$ cat src/rtl/jk_sync_counter.sv
// Modulo-MODULUS up/down counter built from JK flip-flop stages, with
// synchronous clear, range-checked parallel load, and registered wrap/error pulses.
module jk_sync_counter #(
    parameter int unsigned WIDTH   = 4,
    parameter int unsigned MODULUS = 10
) (
    input  logic             clk,
    input  logic             rst_n,
    input  logic             clr,
    input  logic             load,
    input  logic [WIDTH-1:0] load_val,
    input  logic             en,
    input  logic             up,
    output logic [WIDTH-1:0] q,
    output logic             tc,
    output logic             load_err
);

    localparam logic [WIDTH-1:0] MAX_C = WIDTH'(MODULUS - 1);
    localparam logic [WIDTH:0]   MOD_C = (WIDTH + 1)'(MODULUS);

    logic [WIDTH-1:0] q_q, q_d;
    logic             tc_q, tc_d;
    logic             load_err_q, load_err_d;
    logic [WIDTH-1:0] n_c;
    logic [WIDTH-1:0] j_c, k_c;
    logic             load_ok_c;

    // Load is legal only when the value lies inside the count range
    assign load_ok_c = ({1'b0, load_val} < MOD_C);

    // Next count and pulse outputs: clr > load > en > hold
    always_comb begin
        n_c        = q_q;
        tc_d       = 1'b0;
        load_err_d = 1'b0;
        if (clr) begin
            n_c = '0;
        end else if (load) begin
            if (load_ok_c) begin
                n_c = load_val;
            end else begin
                load_err_d = 1'b1;
            end
        end else if (en) begin
            if (up) begin
                if (q_q == MAX_C) begin
                    n_c  = '0;
                    tc_d = 1'b1;
                end else begin
                    n_c = q_q + WIDTH'(1);
                end
            end else begin
                if (q_q == '0) begin
                    n_c  = MAX_C;
                    tc_d = 1'b1;
                end else begin
                    n_c = q_q - WIDTH'(1);
                end
            end
        end
    end

    assign j_c = ~q_q & n_c;
    assign k_c = q_q & ~n_c;

    // JK stage per bit: hold / reset / set / toggle
    always_comb begin
        q_d = q_q;
        for (int i = 0; i < int'(WIDTH); i++) begin
            case ({j_c[i], k_c[i]})
                2'b00:   q_d[i] = q_q[i];
                2'b01:   q_d[i] = 1'b0;
                2'b10:   q_d[i] = 1'b1;
                default: q_d[i] = ~q_q[i];
            endcase
        end
    end

    always_ff @(posedge clk or negedge rst_n) begin
        if (!rst_n) begin
            q_q        <= '0;
            tc_q       <= 1'b0;
            load_err_q <= 1'b0;
        end else begin
            q_q        <= q_d;
            tc_q       <= tc_d;
            load_err_q <= load_err_d;
        end
    end

    assign q        = q_q;
    assign tc       = tc_q;
    assign load_err = load_err_q;

endmodule

$ cat config.mk
export PLATFORM = sky130hd
export DESIGN_NAME = jk_sync_counter
export DESIGN_NICKNAME = d
export VERILOG_FILES = /design/src/rtl/jk_sync_counter.sv
export SDC_FILE = /design/constraint.sdc
export NUM_CORES = 1
export LEC_CHECK = 0
export ABC_AREA = 0
export ABC_CLOCK_PERIOD_IN_PS = 2900
export CAP_MARGIN = 20
export CORE_UTILIZATION = 45
export CTS_CLUSTER_DIAMETER = 50
export DETAILED_ROUTE_END_ITERATION = 12
export GPL_TIMING_DRIVEN = 0
export PLACE_DENSITY = 0.75
export SYNTH_ARGS = -nofsm -noshare
export SYNTH_HDL_FRONTEND = slang
export SYNTH_SLANG_ARGS = --single-unit
$ cat constraint.sdc
create_clock -name clk -period 2.9 [get_ports clk]
set_clock_uncertainty 0.05 [all_clocks]
set_input_delay 0.29 -clock clk [delete_from_list [all_inputs] [get_ports clk]]
set_output_delay 0.29 -clock clk [all_outputs]
set_load 0.005 [all_outputs]
After elaboration in Yosys (flattened, before gate mapping)
Index checks and enable logic that the tools add are counted.
Storage, ports and cells
  bits in registers: 6
  bits in latches: 0
  memory bits (writable): 0
  ROM bits: 0
  input port bits: 10
  output and inout port bits: 6
  logic and storage cells: 51
  memories kept: 0
Operators by class
  add/subtract/negate cells: 2
  $mul: 0
  div/mod/pow operators: 0
  order comparisons: 1
  equal/unequal tests: 9
  shift-type cells: 0
  multiplexer cells: 20
  bitwise gates (word level): 8
  reduce and logical (&&, ||, !) cells: 5
Operator list (number)
  4-bit 2-to-1 mux: 7
  1-bit case mux with 3 select lines: 4
  1-bit 2-to-1 mux: 9
  4-bit bitwise AND: 2
  2-bit by 1-bit == test with 1-bit output (second input constant): 4
  2-bit == test (second input constant): 4
  2-bit zero test: 4
  4-bit inverter: 2
  4-bit by 1-bit adder with 4-bit output (second input constant): 1
  4-bit == test (second input constant): 1
  4-bit zero test: 1
  4-bit less-than comparator (second input constant): 1
  1-bit inverter: 4
  4-bit by 1-bit subtractor with 4-bit output (second input constant): 1

Depth between registers and ports, before layout
Gate-level depths: netlist of the first run.
  depth in word-level cells: 10
  depth in mapped cells: 9

Worst setup path after synthesis of the first run
Ideal clock, no wire load.
  path kind: register -> register
  from: register q_q[0], in the netlist q[0]
  to: register q_q[1], in the netlist q[1]
  setup time: 0.129 ns
  arrival: 1.939 ns
  setup slack: 0.782 ns
  stages on the path, launching flop included: 10
  clock period less this slack: 2.118 ns
  cells stage by stage: dfrtp_1 > inv_1 > ha_1 > or2_2 > o21ai_1 > a221o_1 > nand3b_1 > ha_1 > o21ai_0 > o21ai_0
On the way
  longest elaborated chain between the ends: 10
Ends and longest elaborated chain
  start, declared: RTL line 22  | logic [WIDTH-1:0] q_q, q_d;
  start signal, assigned: RTL line 86  | q_q <= q_d;
  4-bit by 1-bit subtractor with 4-bit output (tied with other cells): RTL line 58  | n_c = q_q - WIDTH'(1);
  4-bit 2-to-1 mux, on equally long branches: RTL line 54, 47
  4-bit 2-to-1 mux (*): RTL line 46  | if (up) begin
  4-bit 2-to-1 mux (*): RTL line 45  | end else if (en) begin
  4-bit 2-to-1 mux (*): RTL line 39  | end else if (load) begin
  4-bit 2-to-1 mux (*): RTL line 37  | if (clr) begin
  4-bit inverter: RTL line 65  | assign k_c = q_q & ~n_c;
  4-bit bitwise AND: RTL line 65
  2-bit == test (tied with other cells): RTL line 71  | case ({j_c[i], k_c[i]})
  1-bit case mux with 3 select lines: RTL line 71
Every way passes the cells marked *; elsewhere a longest branch is shown, timed or not.
A chain may end at the register's enable or synchronous reset.

Worst setup path in the final report of the first run
Ends and elaborated chain as after synthesis.

==> summary by stage, run 1 <==
Place
The count of buffers added on input and output ports is 12. The HPWL after detailed placement is 1220 microns. After detailed placement, the design holds a cell count of 111.

After detailed placement, the total cell area comes to 855 sq um. The last weighted congestion value of the routability-driven placer is 0.812.

Global route
Global routing used 20.3% of the available tracks across all layers. The global-route wire length before repair is 2680 microns. The aggregate global routing overflow is 0. The initial antenna violation count is 0.

The number of global-route vias before repair is 609. The pin count of the biggest net entering global routing is 11.

Clock network
The clock input transition at the sequential cells of the worst setup and hold paths is 0.05 ns. The number of clock sinks is 6. In this run the clock root is driven by a sky130_fd_sc_hd__clkbuf_4. Buffers inserted during clock tree synthesis total 3. The number of instances resized during post-cts repair is 0. The clock insertion delay at the later pin of the skew report is 0.25 ns. The CTS tree is done. The clock tree buffer depth is 2. CTS built an H-tree with a depth of 1. The hold buffer count at cts is 0.

In this run the post-CTS setup repair buffer count came out at 0.

Finish
The final non-filler cell area is 877 sq um. Once layout is complete, the utilization of the core stands at 58.9%. The repair_antennas step left the layout with diodes totalling 0. The share of final-layout standard cells stronger than drive strength 1 is 11.2%. The signed area change from the synthesized netlist to the final layout is 22.8%. The number of nets in the layout is 122.

The number of standard cells in the layout, taps in and fillers out is 114.

Yosys
The fraction of synthesized area in multiplexers is 1.40%. The cell area that synthesis handed to floorplanning was 714 sq um. After technology mapping, the gate count stands at 83.

The async set-reset flop share out of synthesis is 100%. The yosys synthesis warning count is 0. The share of the synthesized area in the top cell type is 21.0%.

The dominant combinational cell family by area after synthesis is compound AO/OA/AOI/OAI gates. The post-synthesis register bit count is 6. After synthesis, the netlist uses 33 different library cells. Sorting the synthesized cells by area gives the leading types as sky130_fd_sc_hd__dfrtp_1, sky130_fd_sc_hd__ha_1, sky130_fd_sc_hd__o21ai_0.

Yosys mapped a number of flops with a built-in enable equal to 0. The compound-cell area share of the yosys netlist is 27.8%. After Yosys synthesis, full adders, half adders and majority gates account for 21.0% of the synthesized area. The number of nets handed over by synthesis was 105. The parity-gate share of the synthesized area counting xor and xnor cells is 1.23%. The largest total area in the synthesized netlist belongs to sky130_fd_sc_hd__dfrtp_1. The dominant synthesized flop cell is sky130_fd_sc_hd__dfrtp_1. Of the synthesized area, sequential elements account for 21.0%. The simple-gate share of the synthesized area is 19.1%. The average cell area after synthesis is 8.61 sq um.

Worst setup path
The kind of end point of the critical path is a flip-flop. The reg-to-reg setup timing slack is 0.49 ns. The required arrival time at the worst endpoint is 2.97 ns. The critical path data arrival time is 2.48 ns.

The biggest cell delay along the critical path is 0.51 ns. The slowest stage of the critical path is the sky130_fd_sc_hd__dfrtp_1 cell. Traced cell by cell, the critical path runs through inv_1 > ha_1 > or2_2 > o21ai_1 > a221o_1 > nand3b_1 > ha_1 > o21ai_0 > o21ai_0.

The critical path is of the reg -> reg type. The largest driver fanout on the critical path is 9. Counting cells, the worst reg-to-reg path comes to 9. The beginning of the worst register-to-register path is q[0]. The startpoint of the most critical setup path is q[0].

The category of the worst setup path launch point is a flip-flop. In this run the critical register-to-register path is captured at q[1].

Timing
For this run, the top clock speed supported by timing is 0.416 GHz. The worst-margin pin slew is 0.427 ns. The worst path needs 2.41 ns of the cycle, external delays included.

Hold timing on the final database bottoms out at a slack of 0.233 ns. The share of the clock period used by the worst path after layout is 83.0%. The final setup TNS is 0 ns. Setup violations remaining at the end of the flow were counted as 0. The count of pins over their slew limit is 0. The normalized max-slew margin is 71.5%. Setup repair after global routing left no endpoint under its margin.

The number of hold-slack violations in the final timing report is 0.

Routing
The mean number of vias per cell is 5.85. The first TritonRoute pass finished after 4 iterations. After detailed routing, the average wire length per cell comes to 13.8 microns. The violation count after the first detailed-routing iteration is 8.

The routed wire length is 1570 microns. The routed layout has 667 vias. The number of antenna-violating nets in the routed design is 0. In the routed design, unresolved DRC markers number 0.

Pwr
The leakage power summed over all cells is 0.000375 uW. The maximum resistive drop on vdd is 0.383 mV. In this run the power density over the cells is 785 nW/um^2.

Run status
The run finished with clean final reports.

Run
The number of max-capacitance violations reported is 0.

Die
The total die area is 1750 sq um. The floorplan step set the die width to 41.8 microns. The initial utilization of the core area, before any placement, comes to 48.0%. The floorplan step defined a core boundary enclosing 1490 sq um. The floorplan step set the die height to 41.8 microns. After floorplanning, the core was divided into 14 placement rows. The number of top-level pins is 16.

Worst hold path
The worst hold-check path type is in -> async.
-- cell usage in the layout (no fill, tap or decap), types with 2 or more instances in the layout --
master                             n
sky130_fd_sc_hd__a21oi_1           5
sky130_fd_sc_hd__clkbuf_1          2
sky130_fd_sc_hd__clkdlybuf4s50_1  12
sky130_fd_sc_hd__ha_1             12
sky130_fd_sc_hd__nor3_1            2
sky130_fd_sc_hd__nor2b_1           3
sky130_fd_sc_hd__a221o_1           2
sky130_fd_sc_hd__buf_6             3
sky130_fd_sc_hd__nor2_1            5
sky130_fd_sc_hd__dfrtp_1           6
sky130_fd_sc_hd__inv_1             5
sky130_fd_sc_hd__o21ai_1           3
sky130_fd_sc_hd__o21ai_0          12
sky130_fd_sc_hd__nand2_1           3
sky130_fd_sc_hd__clkbuf_4          3
-- cells in the mapped netlist (2+ instances only) --
master,n
sky130_fd_sc_hd__a21oi_1,5
sky130_fd_sc_hd__a221o_1,2
sky130_fd_sc_hd__buf_6,3
sky130_fd_sc_hd__clkbuf_1,2
sky130_fd_sc_hd__dfrtp_1,6
sky130_fd_sc_hd__ha_1,12
sky130_fd_sc_hd__inv_1,5
sky130_fd_sc_hd__nand2_1,3
sky130_fd_sc_hd__nor2_1,5
sky130_fd_sc_hd__nor2b_1,3
sky130_fd_sc_hd__nor3_1,2
sky130_fd_sc_hd__o21ai_0,12
sky130_fd_sc_hd__o21ai_1,3
-- cell type report --
type                    count  area [sq um]
fillers                   129           612
multi-input cells          67           504
well taps                  16          20.0
clock buffers               3          22.5
plain buffers               5          41.3
flip-flops and latches      6           150
repair buffers             12           120
inverters                   5          18.8
-- critical path: cells and delay by family, from the launching register on --
kind	cells	cell delay, ns
adders and majority gates	2	0.64
and+or+nand+nor	2	0.38
DFF	1	0.51
AOI/OAI and AO/OA	4	0.50
buffers and inverters	1	0.20
-- per-stage QoR --
stage | power [uW] | worst slack (ns)
after global placement | 583 | 0.603
after CTS | 687 | 0.537
after detailed placement | 602 | 0.544
after floorplan | 460 | 0.782
after global routing | 766 | 0.342
final | 688 | 0.494
-- report_power, final --
group	leakage [uW]	internal [uW]	switching, uW
clock	0.0000138	47.0	33.6
combinational	0.000286	225	225
sequential	0.0000760	115	42.5
total	0.000375	387	301
-- how the worst max path moves through the flow --
| stage | to | slack (ns) | cells after the start |
|---|---|---|---|
| floorplan | q[1] | 0.78 | 9 |
| global placement | q[1] | 0.60 | 9 |
| detailed placement | q[1] | 0.54 | 9 |
| CTS | q[1] | 0.54 | 9 |
| global route | q[1] | 0.34 | 9 |
| finish | q[1] | 0.49 | 9 |
-- state kept, by name, indices dropped and copies added (netlist names) --
register,cells
q,4
tc,1
load_err,1
-- metal layers --
layer	vias to the layer above	share of wire (%)	global-route usage (%)
li1	336	-	-
met1	307	46	25.5
met2	21	48	32.5
met3	3	3.5	1.74
met4	0	1.7	14.2
met5	-	0	0
-- cell families (layout without fill, tap and decap cells) --
kind of cell	Yosys count	in the layout
fa+ha+maj	12	12
flops	6	6
compound gates	30	30
mux	1	1
xor+xnor	1	1
buf+inv	10	25
simple gates	23	23
Note: power is estimated with default switching activity, not from simulation.
==> run 2: changes to the inputs <==
--- a/config.mk
+++ b/config.mk
@@ -6,13 +6,13 @@
 export NUM_CORES = 1
 export LEC_CHECK = 0
 export ABC_AREA = 0
-export ABC_CLOCK_PERIOD_IN_PS = 2900
+export ABC_CLOCK_PERIOD_IN_PS = 2200
 export CAP_MARGIN = 20
-export CORE_UTILIZATION = 45
+export CORE_UTILIZATION = 44
 export CTS_CLUSTER_DIAMETER = 50
 export DETAILED_ROUTE_END_ITERATION = 12
 export GPL_TIMING_DRIVEN = 0
-export PLACE_DENSITY = 0.75
+export PLACE_DENSITY = 0.76
 export SYNTH_ARGS = -nofsm -noshare
 export SYNTH_HDL_FRONTEND = slang
 export SYNTH_SLANG_ARGS = --single-unit
==> constraint.sdc (replaced) <==
create_clock -name clk -period 2.2 [get_ports clk]
set_clock_uncertainty 0.05 [all_clocks]
set_input_delay 0.22 -clock clk [delete_from_list [all_inputs] [get_ports clk]]
set_output_delay 0.22 -clock clk [all_outputs]
set_load 0.005 [all_outputs]
==> run 2 against run 1 <==
  * Sequential share of layout area is 0.61 points lower
  * Total power is 46% higher
  * Wire length is 7.2% higher
  * Critical path type unchanged
  * Setup slack worse by 0.38 ns
  * Core utilization is 2.5 points higher
  * Largest power group unchanged
  * Worst hold slack worse by 0.059 ns
  * Register-to-register slack worse by 0.38 ns
  * Largest cell class unchanged
==> summary by stage, run 2 (synthesis gave the netlist of run 1 again) <==
Worst setup path
The largest driver fanout on the critical path is 6 (-3). The category of the worst setup path launch point is a flip-flop. The required arrival time at the worst endpoint is 2.28 ns (-0.69 ns). STA classifies the critical path endpoint as a flip-flop.

The critical path data arrival time is 2.17 ns (-0.31 ns). The cell count of the worst reg-to-reg path is 9 (unchanged). The worst setup path is of the reg -> reg kind.

Clock network
The clock tree buffer depth is 2 (unchanged). The hold buffer count at cts is 0 (unchanged). The clock input transition at the sequential cells of the worst setup and hold paths is 0.05 ns (about the same). The number of H-tree levels is 1 (unchanged).

The TritonCTS buffer count is 3 (unchanged). The clock root buffer master is sky130_fd_sc_hd__clkbuf_4. The number of clock sinks is 6 (unchanged). The clock insertion delay at the later pin of the skew report was 0.25 ns (about the same). TritonCTS built the clock tree.

Finish
Relative to the synthesized area, the layout overhead comes to 29.4%. The number of nets in the layout is 125 (+2.5%). The number of standard cells in the layout, taps in and fillers out is 117 (+2.6%). The fill cell instance count of the final layout came to 139 (+7.8%). The number of flip-flops in the largest register is 4 (unchanged). The library cells used most frequently in the layout, excluding fill and tap cells, are sky130_fd_sc_hd__clkdlybuf4s50_1, sky130_fd_sc_hd__ha_1, sky130_fd_sc_hd__o21ai_0. The final core utilization came to 61.4% (+2.5 points). The antenna diode instance count is 0 (unchanged).

The leading cell type in the layout, fill and taps excluded is sky130_fd_sc_hd__clkdlybuf4s50_1. The share of final-layout standard cells stronger than drive strength 1 was 19.8% (+8.6 points).

Place
The count of input and output buffers came to 12 (unchanged). The last weighted congestion value of the routability-driven placer is 0.832 (+2.4%). The sum of net half-perimeters after detailed placement is 1170 microns (-3.5%). The total instance count after detailed placement is 111 (unchanged). The minimum setup slack after placement was -0.135 ns (-0.679 ns).

Routing
The mean number of vias per cell is 5.93 (+1.4%). The routed wire length came to 1680 microns (+7.2%). The routed via count is 694 (+4.0%).

The residual DRC count is 0 (unchanged). The average routed wire per standard cell is 14.4 microns (+4.4%). The violation count after the first detailed-routing iteration is 10 (+2).

The number of antenna-violating nets in the routed design came to 0 (unchanged). The first-pass iteration count of the detailed router was 4 (unchanged).

Worst hold path
The tightest min-delay check is of the in -> async type.

Pwr
The post-layout total power is 1000 uW (+46%). The maximum resistive drop on vdd is 0.510 mV (+33%). The total power density per cell area was 1080 nW/um^2 (+38%). The leakage power summed over all cells is 0.000389 uW (+3.7%).

Timing
The least setup slack across all paths after layout is 0.113 ns (-0.381 ns). The final critical path time including I/O delays and setup came to 2.09 ns (-0.319 ns). The highest achievable clock rate came to 0.479 GHz (+15%). The worst-margin pin slew is 0.441 ns (+0.0141 ns).

The total setup violations reported at the end of the flow is 0 (unchanged). The share of the clock period used by the worst path after layout is 94.9% (+12 points). The final setup TNS is 0 ns (unchanged).

The count of pins over their slew limit came to 0 (unchanged). The number of hold-slack violations in the final timing report is 0 (unchanged). The normalized max-slew margin is 70.6% (-0.94 points). Setup repair after global routing left no endpoint under its margin.

Die
The initial core utilization is 47.4% (-0.56 points). The total die area was 1790 sq um (+2.2%). The die width came to 42.3 microns (+1.1%). The die extent in y was 42.3 microns (+1.1%). The area of the core region came to 1510 sq um (+1.2%). The number of top-level pins came to 16 (unchanged).

The count of standard-cell rows came to 14 (unchanged).

Global route
The pin count of the biggest net entering global routing is 11 (unchanged). The initial antenna violation count was 0 (unchanged). The global-route wire length before repair was 2830 microns (+5.4%). The number of global-route vias before repair was 610 (+0.16%). The aggregate global routing overflow is 0 (unchanged). The overall global routing resource usage is 21.1% (+0.78 points).

Run
The number of max-capacitance violations reported is 0 (unchanged).

Run status
The run finished with clean final reports.
==> run 2: worst max-delay path: stages, from the launching register on <==
cell	delay, ns
sky130_fd_sc_hd__dfrtp_2	0.45
sky130_fd_sc_hd__inv_4	0.11
sky130_fd_sc_hd__ha_4	0.21
sky130_fd_sc_hd__or2_2	0.28
sky130_fd_sc_hd__o21ai_1	0.13
sky130_fd_sc_hd__a221o_1	0.17
sky130_fd_sc_hd__nand3b_1	0.09
sky130_fd_sc_hd__ha_1	0.32
sky130_fd_sc_hd__o21ai_0	0.07
sky130_fd_sc_hd__o21ai_1	0.08
==> run 2: cell type report <==
cell class | count | area (sq um) | area share, %
flip-flops and latches | 6 | 153 | 16.5
repair buffers | 15 | 143 | 15.4
plain buffers | 5 | 41.3 | 4.47
multi-input cells | 67 | 522 | 56.4
well taps | 16 | 20.0 | 2.17
inverters | 5 | 23.8 | 2.57
clock buffers | 3 | 22.5 | 2.44
==> run 2: metal layers <==
metal  share of wire [%]  routed length [microns]  vias to the layer above  global-route usage (%)
li1                    -                        -                      345                       -
met1                  49                      822                      318                    28.2
met2                  44                      743                       26                    32.9
met3                 4.7                       79                        5                    2.59
met4                 2.3                       38                        0                    11.3
met5                   0                        0                        -                       0
==> run 2: timing repair <==
item                                    4_1_cts  5_1_grt
pin swaps                                     0        2
buffers inserted                              0        3
gates resized for setup                       4        6
endpoints found under the setup margin        4        4
==> run 2: worst paths after layout <==
kind	from	to	slack (ns)
worst min-delay path	rst_n	load_err	0.17
worst max register to register	q[0]	q[1]	0.11
worst max-delay path	q[0]	q[1]	0.11
worst min register to register	q[1]	q[1]	0.61
min in group clk	clr	tc	0.37
max in group asynchronous	rst_n	q[0]	1.67
==> run 2: per-stage QoR <==
step	hold WS [ns]	instance area, sq um
3_3_place_gp	0.433	855
2_1_floorplan	-0.126	714
3_5_place_dp	0.445	855
4_1_cts	0.183	880
6_report	0.173	925
5_1_grt	0.199	925
==> run 2: where the power goes <==
| group | total, uW | internal [uW] | switching (uW) |
|---|---|---|---|
| logic | 690 | 352 | 337 |
| clock network | 107 | 62.0 | 44.5 |
| registers | 206 | 156 | 49.9 |
| total | 1000 | 570 | 432 |
